`src/rtl/filterbank_pkg.sv`:
```
`default_nettype none
// ============================================================================
// Module   : filterbank_pkg
// Purpose  : Shared widths and mixer FSM encoding for the 5-band filterbank.
// Revision : 1.0 - initial release
// ============================================================================
package filterbank_pkg;

  localparam int NUM_BANDS = 5;
  localparam int SAMPLE_W  = 8;
  localparam int BAND_W    = 18;
  localparam int GAIN_W    = 4;
  localparam int ACC_W     = 25;
  localparam int PROD_W    = BAND_W + GAIN_W;

  typedef enum logic [1:0] {
    S_IDLE  = 2'd0,
    S_WAIT  = 2'd1,
    S_ACCUM = 2'd2,
    S_DONE  = 2'd3
  } mix_state_t;

endpackage
`default_nettype wire

```
`src/rtl/band_mixer_sat.sv`:
```
`default_nettype none
// ============================================================================
// Module   : band_mixer_sat
// Purpose  : Arithmetic (floor) right shift of the accumulator, clamp to 8 bits.
// Revision : 1.0 - initial release
// ============================================================================
module band_mixer_sat
  import filterbank_pkg::*;
#(
  parameter int OUT_SHIFT = 10
) (
  input  logic [ACC_W-1:0]    acc,
  output logic [SAMPLE_W-1:0] y8,
  output logic                clipped
);

  localparam logic signed [ACC_W-1:0] c_sat_max = ACC_W'(127);
  localparam logic signed [ACC_W-1:0] c_sat_min = ACC_W'(-128);

  logic signed [ACC_W-1:0] w_shifted;

  assign w_shifted = $signed(acc) >>> OUT_SHIFT;

  always_comb begin
    y8      = w_shifted[SAMPLE_W-1:0];
    clipped = 1'b0;
    if (w_shifted > c_sat_max) begin
      y8      = 8'h7F;
      clipped = 1'b1;
    end else if (w_shifted < c_sat_min) begin
      y8      = 8'h80;
      clipped = 1'b1;
    end
  end

endmodule
`default_nettype wire

```
`src/rtl/band_mixer.sv`:
```
`default_nettype none
// ============================================================================
// Module   : band_mixer
// Purpose  : Waits for the bandpass results to settle after ready, then mixes
//            the five gained bands into one saturated 8-bit sample.
//            Optional clip counter enabled by BAND_MIXER_CLIPCNT_EN.
// Revision : 1.0 - initial release
// ============================================================================
module band_mixer
  import filterbank_pkg::*;
#(
  parameter int WAIT_CYCLES = 63,
  parameter int OUT_SHIFT   = 10
) (
  input  logic                clock,
  input  logic                reset,
  input  logic                ready,
  input  logic [BAND_W-1:0]   band0,
  input  logic [BAND_W-1:0]   band1,
  input  logic [BAND_W-1:0]   band2,
  input  logic [BAND_W-1:0]   band3,
  input  logic [BAND_W-1:0]   band4,
  input  logic [GAIN_W-1:0]   gain0,
  input  logic [GAIN_W-1:0]   gain1,
  input  logic [GAIN_W-1:0]   gain2,
  input  logic [GAIN_W-1:0]   gain3,
  input  logic [GAIN_W-1:0]   gain4,
  output logic [SAMPLE_W-1:0] y,
  output logic                y_valid,
  output logic                busy
`ifdef BAND_MIXER_CLIPCNT_EN
  ,
  output logic [15:0]         clip_count
`endif
);

  localparam int              CNT_W      = $clog2(WAIT_CYCLES);
  localparam logic [CNT_W-1:0] c_cnt_load = CNT_W'(WAIT_CYCLES - 1);

  mix_state_t r_state, w_state_nxt;

  logic [CNT_W-1:0]    r_cnt;
  logic [2:0]          r_idx;
  logic [ACC_W-1:0]    r_acc;
  logic [BAND_W-1:0]   r_band_snap [NUM_BANDS];
  logic [GAIN_W-1:0]   r_gain_snap [NUM_BANDS];
  logic [BAND_W-1:0]   w_band_in   [NUM_BANDS];
  logic [GAIN_W-1:0]   w_gain_in   [NUM_BANDS];
  logic [BAND_W-1:0]   w_band_sel;
  logic [GAIN_W-1:0]   w_gain_sel;
  logic signed [PROD_W-1:0] w_prod;
  logic                w_load, w_dec, w_snap, w_acc_en, w_done;
  logic [SAMPLE_W-1:0] w_y8;
  logic                w_clipped;

  assign w_band_in[0] = band0;
  assign w_band_in[1] = band1;
  assign w_band_in[2] = band2;
  assign w_band_in[3] = band3;
  assign w_band_in[4] = band4;
  assign w_gain_in[0] = gain0;
  assign w_gain_in[1] = gain1;
  assign w_gain_in[2] = gain2;
  assign w_gain_in[3] = gain3;
  assign w_gain_in[4] = gain4;

  assign busy = (r_state != S_IDLE);

  always_ff @(posedge clock) begin
    if (!reset) r_state <= S_IDLE;
    else        r_state <= w_state_nxt;
  end

  // A new ready always restarts the wait, discarding any in-flight mix.
  always_comb begin
    w_state_nxt = r_state;
    w_load      = 1'b0;
    w_dec       = 1'b0;
    w_snap      = 1'b0;
    w_acc_en    = 1'b0;
    w_done      = 1'b0;
    if (ready) begin
      w_state_nxt = S_WAIT;
      w_load      = 1'b1;
    end else begin
      case (r_state)
        S_IDLE: w_state_nxt = S_IDLE;
        S_WAIT: begin
          if (r_cnt == '0) begin
            w_snap      = 1'b1;
            w_state_nxt = S_ACCUM;
          end else begin
            w_dec = 1'b1;
          end
        end
        S_ACCUM: begin
          w_acc_en = 1'b1;
          if (r_idx == 3'd4) w_state_nxt = S_DONE;
        end
        S_DONE: begin
          w_done      = 1'b1;
          w_state_nxt = S_IDLE;
        end
        default: w_state_nxt = S_IDLE;
      endcase
    end
  end

  always_comb begin
    w_band_sel = '0;
    w_gain_sel = '0;
    for (int i = 0; i < NUM_BANDS; i++) begin
      if (r_idx == 3'(i)) begin
        w_band_sel = r_band_snap[i];
        w_gain_sel = r_gain_snap[i];
      end
    end
  end

  // Gain is zero-extended so the product stays signed without a sign flip.
  assign w_prod = $signed({{(PROD_W-BAND_W){w_band_sel[BAND_W-1]}}, w_band_sel})
                * $signed({{(PROD_W-GAIN_W){1'b0}}, w_gain_sel});

  always_ff @(posedge clock) begin
    if (!reset) begin
      r_cnt   <= '0;
      r_idx   <= '0;
      r_acc   <= '0;
      y       <= '0;
      y_valid <= 1'b0;
      for (int i = 0; i < NUM_BANDS; i++) begin
        r_band_snap[i] <= '0;
        r_gain_snap[i] <= '0;
      end
    end else begin
      y_valid <= w_done;
      if (w_load)     r_cnt <= c_cnt_load;
      else if (w_dec) r_cnt <= r_cnt - 1'b1;
      if (w_snap) begin
        for (int i = 0; i < NUM_BANDS; i++) begin
          r_band_snap[i] <= w_band_in[i];
          r_gain_snap[i] <= w_gain_in[i];
        end
        r_acc <= '0;
        r_idx <= '0;
      end else if (w_acc_en) begin
        r_acc <= r_acc + {{(ACC_W-PROD_W){w_prod[PROD_W-1]}}, w_prod};
        r_idx <= r_idx + 3'd1;
      end
      if (w_done) y <= w_y8;
    end
  end

  band_mixer_sat #(
    .OUT_SHIFT (OUT_SHIFT)
  ) u_sat (
    .acc     (r_acc),
    .y8      (w_y8),
    .clipped (w_clipped)
  );

`ifdef BAND_MIXER_CLIPCNT_EN
  always_ff @(posedge clock) begin
    if (!reset)
      clip_count <= '0;
    else if (w_done && w_clipped && (clip_count != 16'hFFFF))
      clip_count <= clip_count + 16'd1;
  end
`else
  logic w_unused_clipped;
  assign w_unused_clipped = w_clipped;
`endif

endmodule
`default_nettype wire

```
`config.mk`:
```
export PLATFORM = sky130hd
export DESIGN_NAME = band_mixer
export DESIGN_NICKNAME = d
export VERILOG_FILES = /design/src/rtl/filterbank_pkg.sv /design/src/rtl/band_mixer_sat.sv /design/src/rtl/band_mixer.sv
export SDC_FILE = /design/constraint.sdc
export NUM_CORES = 1
export LEC_CHECK = 0
export ABC_AREA = 0
export BUFFER_PORTS_ARGS = -buffer_cell sky130_fd_sc_hd__buf_4
export CORE_AREA = 2 2 169 130
export CTS_CLUSTER_SIZE = 20
export DETAILED_ROUTE_END_ITERATION = 8
export DIE_AREA = 0 0 171 132
export PLACE_DENSITY = 0.74
export SYNTH_ARGS = -nofsm -noshare
export SYNTH_HDL_FRONTEND = slang
export SYNTH_SLANG_ARGS = --single-unit
```
`constraint.sdc`:
```
create_clock -name clock -period 8.3 [get_ports clock]
set_input_delay 0.83 -clock clock [delete_from_list [all_inputs] [get_ports clock]]
set_output_delay 0.83 -clock clock [all_outputs]
set_load 0.02 [all_outputs]
```
# Word-level counts from Yosys, hierarchy flattened
# Memory sizes are Yosys's and may differ from the RTL's.
# Index checks and enable logic that the tools add are counted.
# totals
in_bits,113
ff_bits,45
memories,2
output_inout_bits,10
ram_bits,110
# memory_table
name,words,width,rd,rd_ports_with_merged_regs,wr,line_no,source
r_band_snap,5,18,5,0,5,band_mixer.sv:45,logic [BAND_W-1:0] r_band_snap [NUM_BANDS];
r_gain_snap,5,4,5,0,5,band_mixer.sv:46,logic [GAIN_W-1:0] r_gain_snap [NUM_BANDS];
# classes
magnitude_cmp,2
n_addsub,3
bitwise,11
muxes,43
n_reduce_logical,11
n_eq_ne,11
n_mul,1
# op_table
cell,n
two-way mux 18 bit,10
two-way mux 4 bit,10
adder 25 bit,1
multiplier 18 x 5 -> 22 bit,1
two-way mux 1 bit,16
two-way mux 8 bit,2
"greater-than comparator 15 x 8 -> 1 bit, second input constant",1
"< comparator 15 x 8 -> 1 bit, second input constant",1
two-way mux 6 bit,2
bitwise OR 1 bit,10
OR reduction 2 bit,4
"== test 3 x 2 -> 1 bit, second input constant",2
zero test 6 bit,1
"inequality test 3 bit, second input constant",2
case mux 2 bit (3 select lines),1
"subtractor 6 x 1 -> 6 bit, second input constant",1
"== test 2 bit, second input constant",2
two-way mux 2 bit,2
"inequality test 2 bit, second input constant",2
AND reduction 2 bit,2
nonzero test 2 bit,2
"adder 3 x 1 -> 3 bit, second input constant",1
"== test 3 x 1 -> 1 bit, second input constant",1
"== test 3 bit, second input constant",1
4 further kinds,4

# Depth between registers and ports, before layout
# depth
ltp_word,8
mapped_depth,35
mapped_depth_nobuf,31

# Hierarchy
# A second synthesis with hierarchy kept.
# unflattened
cells_unflattened,1097
hier_area_um2,10482.6
# by_module_without_submodules
module,instances,seq_area_each_um2,cells_per_inst,area_per_inst_um2
band_mixer,1,4204.0,1071,10253.6
band_mixer_sat,1,0.0,26,229.0

# Least setup slack after synthesis
# Ideal clock, no wire load.
# synth_timing
path_kind,register -> register
start,register r_idx[0]
end,register r_acc[19]
path_slack_ps,1009
t_arrival_ps,6962
synth_period_minus_slack_ps,7291
t_required_ps,7971
stages_incl_launch_ff,36
path_cell_list,dfxtp_1 ha_1 ha_1 buf_2 clkbuf_1 clkbuf_1 nand2_1 o311ai_0 o21ai_1 clkbuf_1 nor2_1 ha_1 inv_1 fa_1 fa_1 inv_1 ha_1 a21o_1 a21oi_1 o21bai_1 a21oi_1 o31ai_1 a21oi_1 o21ai_0 xor2_1 ha_1 clkbuf_1 a21oi_1 o21ai_0 a21oi_1 o21ai_0 or3_1 a21o_1 a211o_1 nand4_1 a21oi_1
# synth_between
elab_chain_cells,8
word_cells_on_any_way,17
classes_between,add/sub (1); mul (1); eq/ne (4); mux (10); reduce/logical (1)
# synth_lines
item,line_no,source
start: declaration,band_mixer.sv:43,logic [2:0] r_idx;
start signal: assignment,band_mixer.sv:148,r_idx <= r_idx + 3'd1;
zero test 3 bit,band_mixer.sv:113,if (r_idx == 3'(i)) begin
two-way mux 18 bit or two-way mux 4 bit (tied branches) (5 in series),band_mixer.sv:113,
multiplier 18 x 5 -> 22 bit *,band_mixer.sv:122,"* $signed({{(PROD_W-GAIN_W){1'b0}}, w_gain_sel});"
adder 25 bit *,band_mixer.sv:147,"r_acc <= r_acc + {{(ACC_W-PROD_W){w_prod[PROD_W-1]}}, w_prod};"
end signal: assignment,band_mixer.sv:147,
end: declaration,band_mixer.sv:44,logic [ACC_W-1:0] r_acc;
# Every way passes the cells marked *; elsewhere a longest branch is shown, timed or not.
# A chain may end at the register's enable or synchronous reset.

# Worst setup path in the final report
# layout_timing
start,register r_idx[0]
end,register r_acc[24]
# Same word-level chain as after synthesis.

==> summary.txt <==
Clock tree
  – H-tree levels: 4
  – Longest Clk Path Bufs: 2
  – CTS buffer count: 17
  – Clk sinks: ~160
  – CTS tree: done
  – Post-CTS Hold Buffers: 0
  – Clk Latency, worst-skew pair: around 0.44 ns
  – Root Buffer: clkbuf_16
  – Worst-path clk slew: ~0.070 ns

Timing
  – RSZ-0062 raised after global routing: false
  – Final clock skew: approximately 0.015 ns
  – Relative slew slack: 0.233
  – Tmin final: roughly 7.5 ns
  – Slew Viols, Final: 0
  – TNS Setup: 0 ns
  – Fmax: 0.133 GHz
  – Worst Tran Pin Value: about 1.1 ns
  – Setup violators final: 0
  – Period utilisation layout: 0.909
  – Hold Slack: about 0.45 ns
  – Fin. Hold Viols: 0

Drt
  – Iteration-0 DRC Markers: about 560
  – Final WL: between 20,000 and 25,000 um
  – Vias per std cell: around 5.3
  – DRC viols: 0
  – Via count of the routed design: ~7,900
  – Post-DRT Antenna Nets: 0
  – DRT Pass-1 Iters: 4
  – WL per Instance: 15.2 um

Synth
  – Yosys cell types: 60
  – Primary FF master, synth: edfxtp_1
  – Syn avg cell area: 9.70 um2
  – Number of flops mapped to enable cells by yosys: between 100 and 150
  – Mapped Area: roughly 10,000 um2
  – Post-Syn Instances: 1,062
  – Yosys warns: 0
  – Async S/R FF share, synth: 0
  – Syn nets: approximately 1,300
  – Cell taking the most area after synthesis: edfxtp_1
  – #FFs+latches synth: about 160
  – Seq/Total Area, Yosys: 0.408
  – Post-synth top area share: 0.321
  – Ranking of synthesized cells by area: edfxtp_1 (32%), ha_1 (9.5%), dfxtp_1 (8.7%)

Die
  – Die ar.: 22,600 um2
  – Die Y: about 130 um
  – IO Pins: 123
  – Initial Util: 0.494
  – Core area: 20,800 um2
  – Rows: 46
  – Die Width: 171 um

Power
  – Leak Pwr: ~0.0053 uW
  – Worst VDD drop: between 0.1 and 0.15 mV
  – Total power draw: around 2100 uW
  – P per Cell Area: around 170 nW/um2

Worst setup path
  – Startpoint Class: flip-flop
  – CP max stage cell: fa_1
  – Critical path class: reg -> reg
  – Crit path top cell by count: ha_1
  – CP max stage delay: roughly 0.54 ns
  – Critical Path End Type: flip-flop
  – Worst-path fanout max: 17
  – Crit path required time: slightly below 9 ns
  – Worst path arrival time: roughly 8 ns

Final layout
  – Most frequent cells in the layout: buf_4 (137), and2_1 (115), edfxtp_1 (110), nor2_1 (96), inv_1 (89)
  – Post-route cell area: roughly 12,000 um2
  – Most common cell after layout, fill and taps aside: buf_4
  – Area growth syn-to-layout: 17.8%
  – Antenna diodes: 0
  – Layout cells sized above 1: 0.155
  – Final net count: ~1,400

Hold path
  – Worst hold path type: reg -> reg

Global route
  – First-pass GRT wire length: 37,100 um
  – Maximum number of pins on one net before global-route repair: between 100 and 150
  – Total gr overflow: 0
  – GRT Total Usage: 0.205
  – Initial antenna violation count: 0
  – Vias in the first global route: 7,858

Placed design
  – Buffers on Ports: between 100 and 150
  – Instance area after placement: between 10,000 and 15,000 um2
  – Detailed placer's ending HPWL: between 15,000 and 20,000 um
  – Gpl congestion: about 0.9

Flow run
  – Max-cap violations: 0

Run status
  – Status: completed
[timing repair]
item / 4_1_cts / 5_1_grt
gates resized for setup: 0 / 6
endpoints found under the setup margin: 0 / 4
setup buffers: 0 / 3
[final cells by class]
class                   instances  area, um2
repair buffers                137       1030
clock inverters                15        186
fillers                      1818       8700
inverters                      91        344
clock buffers                  17        425
well taps                     288        360
flip-flops and latches        155       4200
multi-input cells             769       5580
[registers in the layout (all words and copies together) (netlist names)]
| signal | cells |
|---|---|
| r_state | 2 |
| r_gain_snap | 20 |
| r_band_snap | 90 |
| r_cnt | 6 |
| r_acc | 25 |
| r_idx | 3 |
| y_valid | 1 |
| y | 8 |
[critical path, delay by kind of cell (launching register included)]
kind | cells | cell delay [ns]
AO/OA/AOI/OAI | 14 | 2.84
flip-flops | 1 | 0.40
XOR/XNOR | 1 | 0.16
AND/OR/NAND/NOR | 6 | 1.17
buffers and inverters | 4 | 0.50
adder cells (fa/ha/maj) | 6 | 2.16
multiplexers | 1 | 0.21
[per-layer routing]
layer	up-vias	global-route usage	part of all wire
li1	3912	-	-
met1	3734	0.276	0.46
met2	194	0.337	0.48
met3	28	0.0411	0.043
met4	0	0.0565	0.014
met5	-	0	0
[metrics by stage]
stage | util | cells | worst slack, ns
floorplan | - | 1062 | 1.01
global placement | 0.551 | 1437 | 0.779
detailed placement | 0.551 | 1437 | 0.529
CTS | 0.581 | 1469 | 0.501
global route | 0.582 | 1472 | 0.103
finish | 0.582 | 1472 | 0.757
[cell families after synthesis]
logic type	Yosys count	share of synthesized area
xor+xnor	37	0.0315
compound gates	225	0.145
flops	155	0.408
mux	6	0.00583
fa+ha+maj	115	0.167
simple gates	386	0.191
buf+inv	138	0.0520
[final timing paths]
| path | slack, ns | startpoint | end | cells after the start |
|---|---|---|---|---|
| max | 0.76 | r_idx[0] | r_acc[24] | 32 |
| min | 0.45 | y[2] | y[2] | 2 |
| max reg2reg | 0.76 | r_idx[0] | r_acc[24] | 32 |
| min reg2reg | 0.45 | y[2] | y[2] | 2 |
[Yosys cell counts, drive strengths merged, types with 3 or more instances]
library cell / instances
nor2: 97
o21a: 6
nor3: 13
nand2: 87
a221oi: 20
o31ai: 6
inv: 90
a21o: 13
buf: 10
a21oi: 67
nand3: 9
or2: 4
nand4: 4
a211oi: 10
nand3b: 3
nor4: 7
clkbuf: 37
xor2: 12
edfxtp: 110
fa: 37
ha: 78
or3: 6
mux2i: 6
and3: 5
nand2b: 16
o21bai: 9
and2: 115
o311ai: 23
and4: 3
o21ai: 48
dfxtp: 45
or2b: 5
xnor2: 25
nor2b: 5
a22oi: 3
a31oi: 7
[power by group]
group | switching (uW) | internal, uW | total [uW]
logic | 263 | 198 | 461
registers | 12.0 | 855 | 867
clock network | 383 | 411 | 794
(Power assumes the default switching activity.)
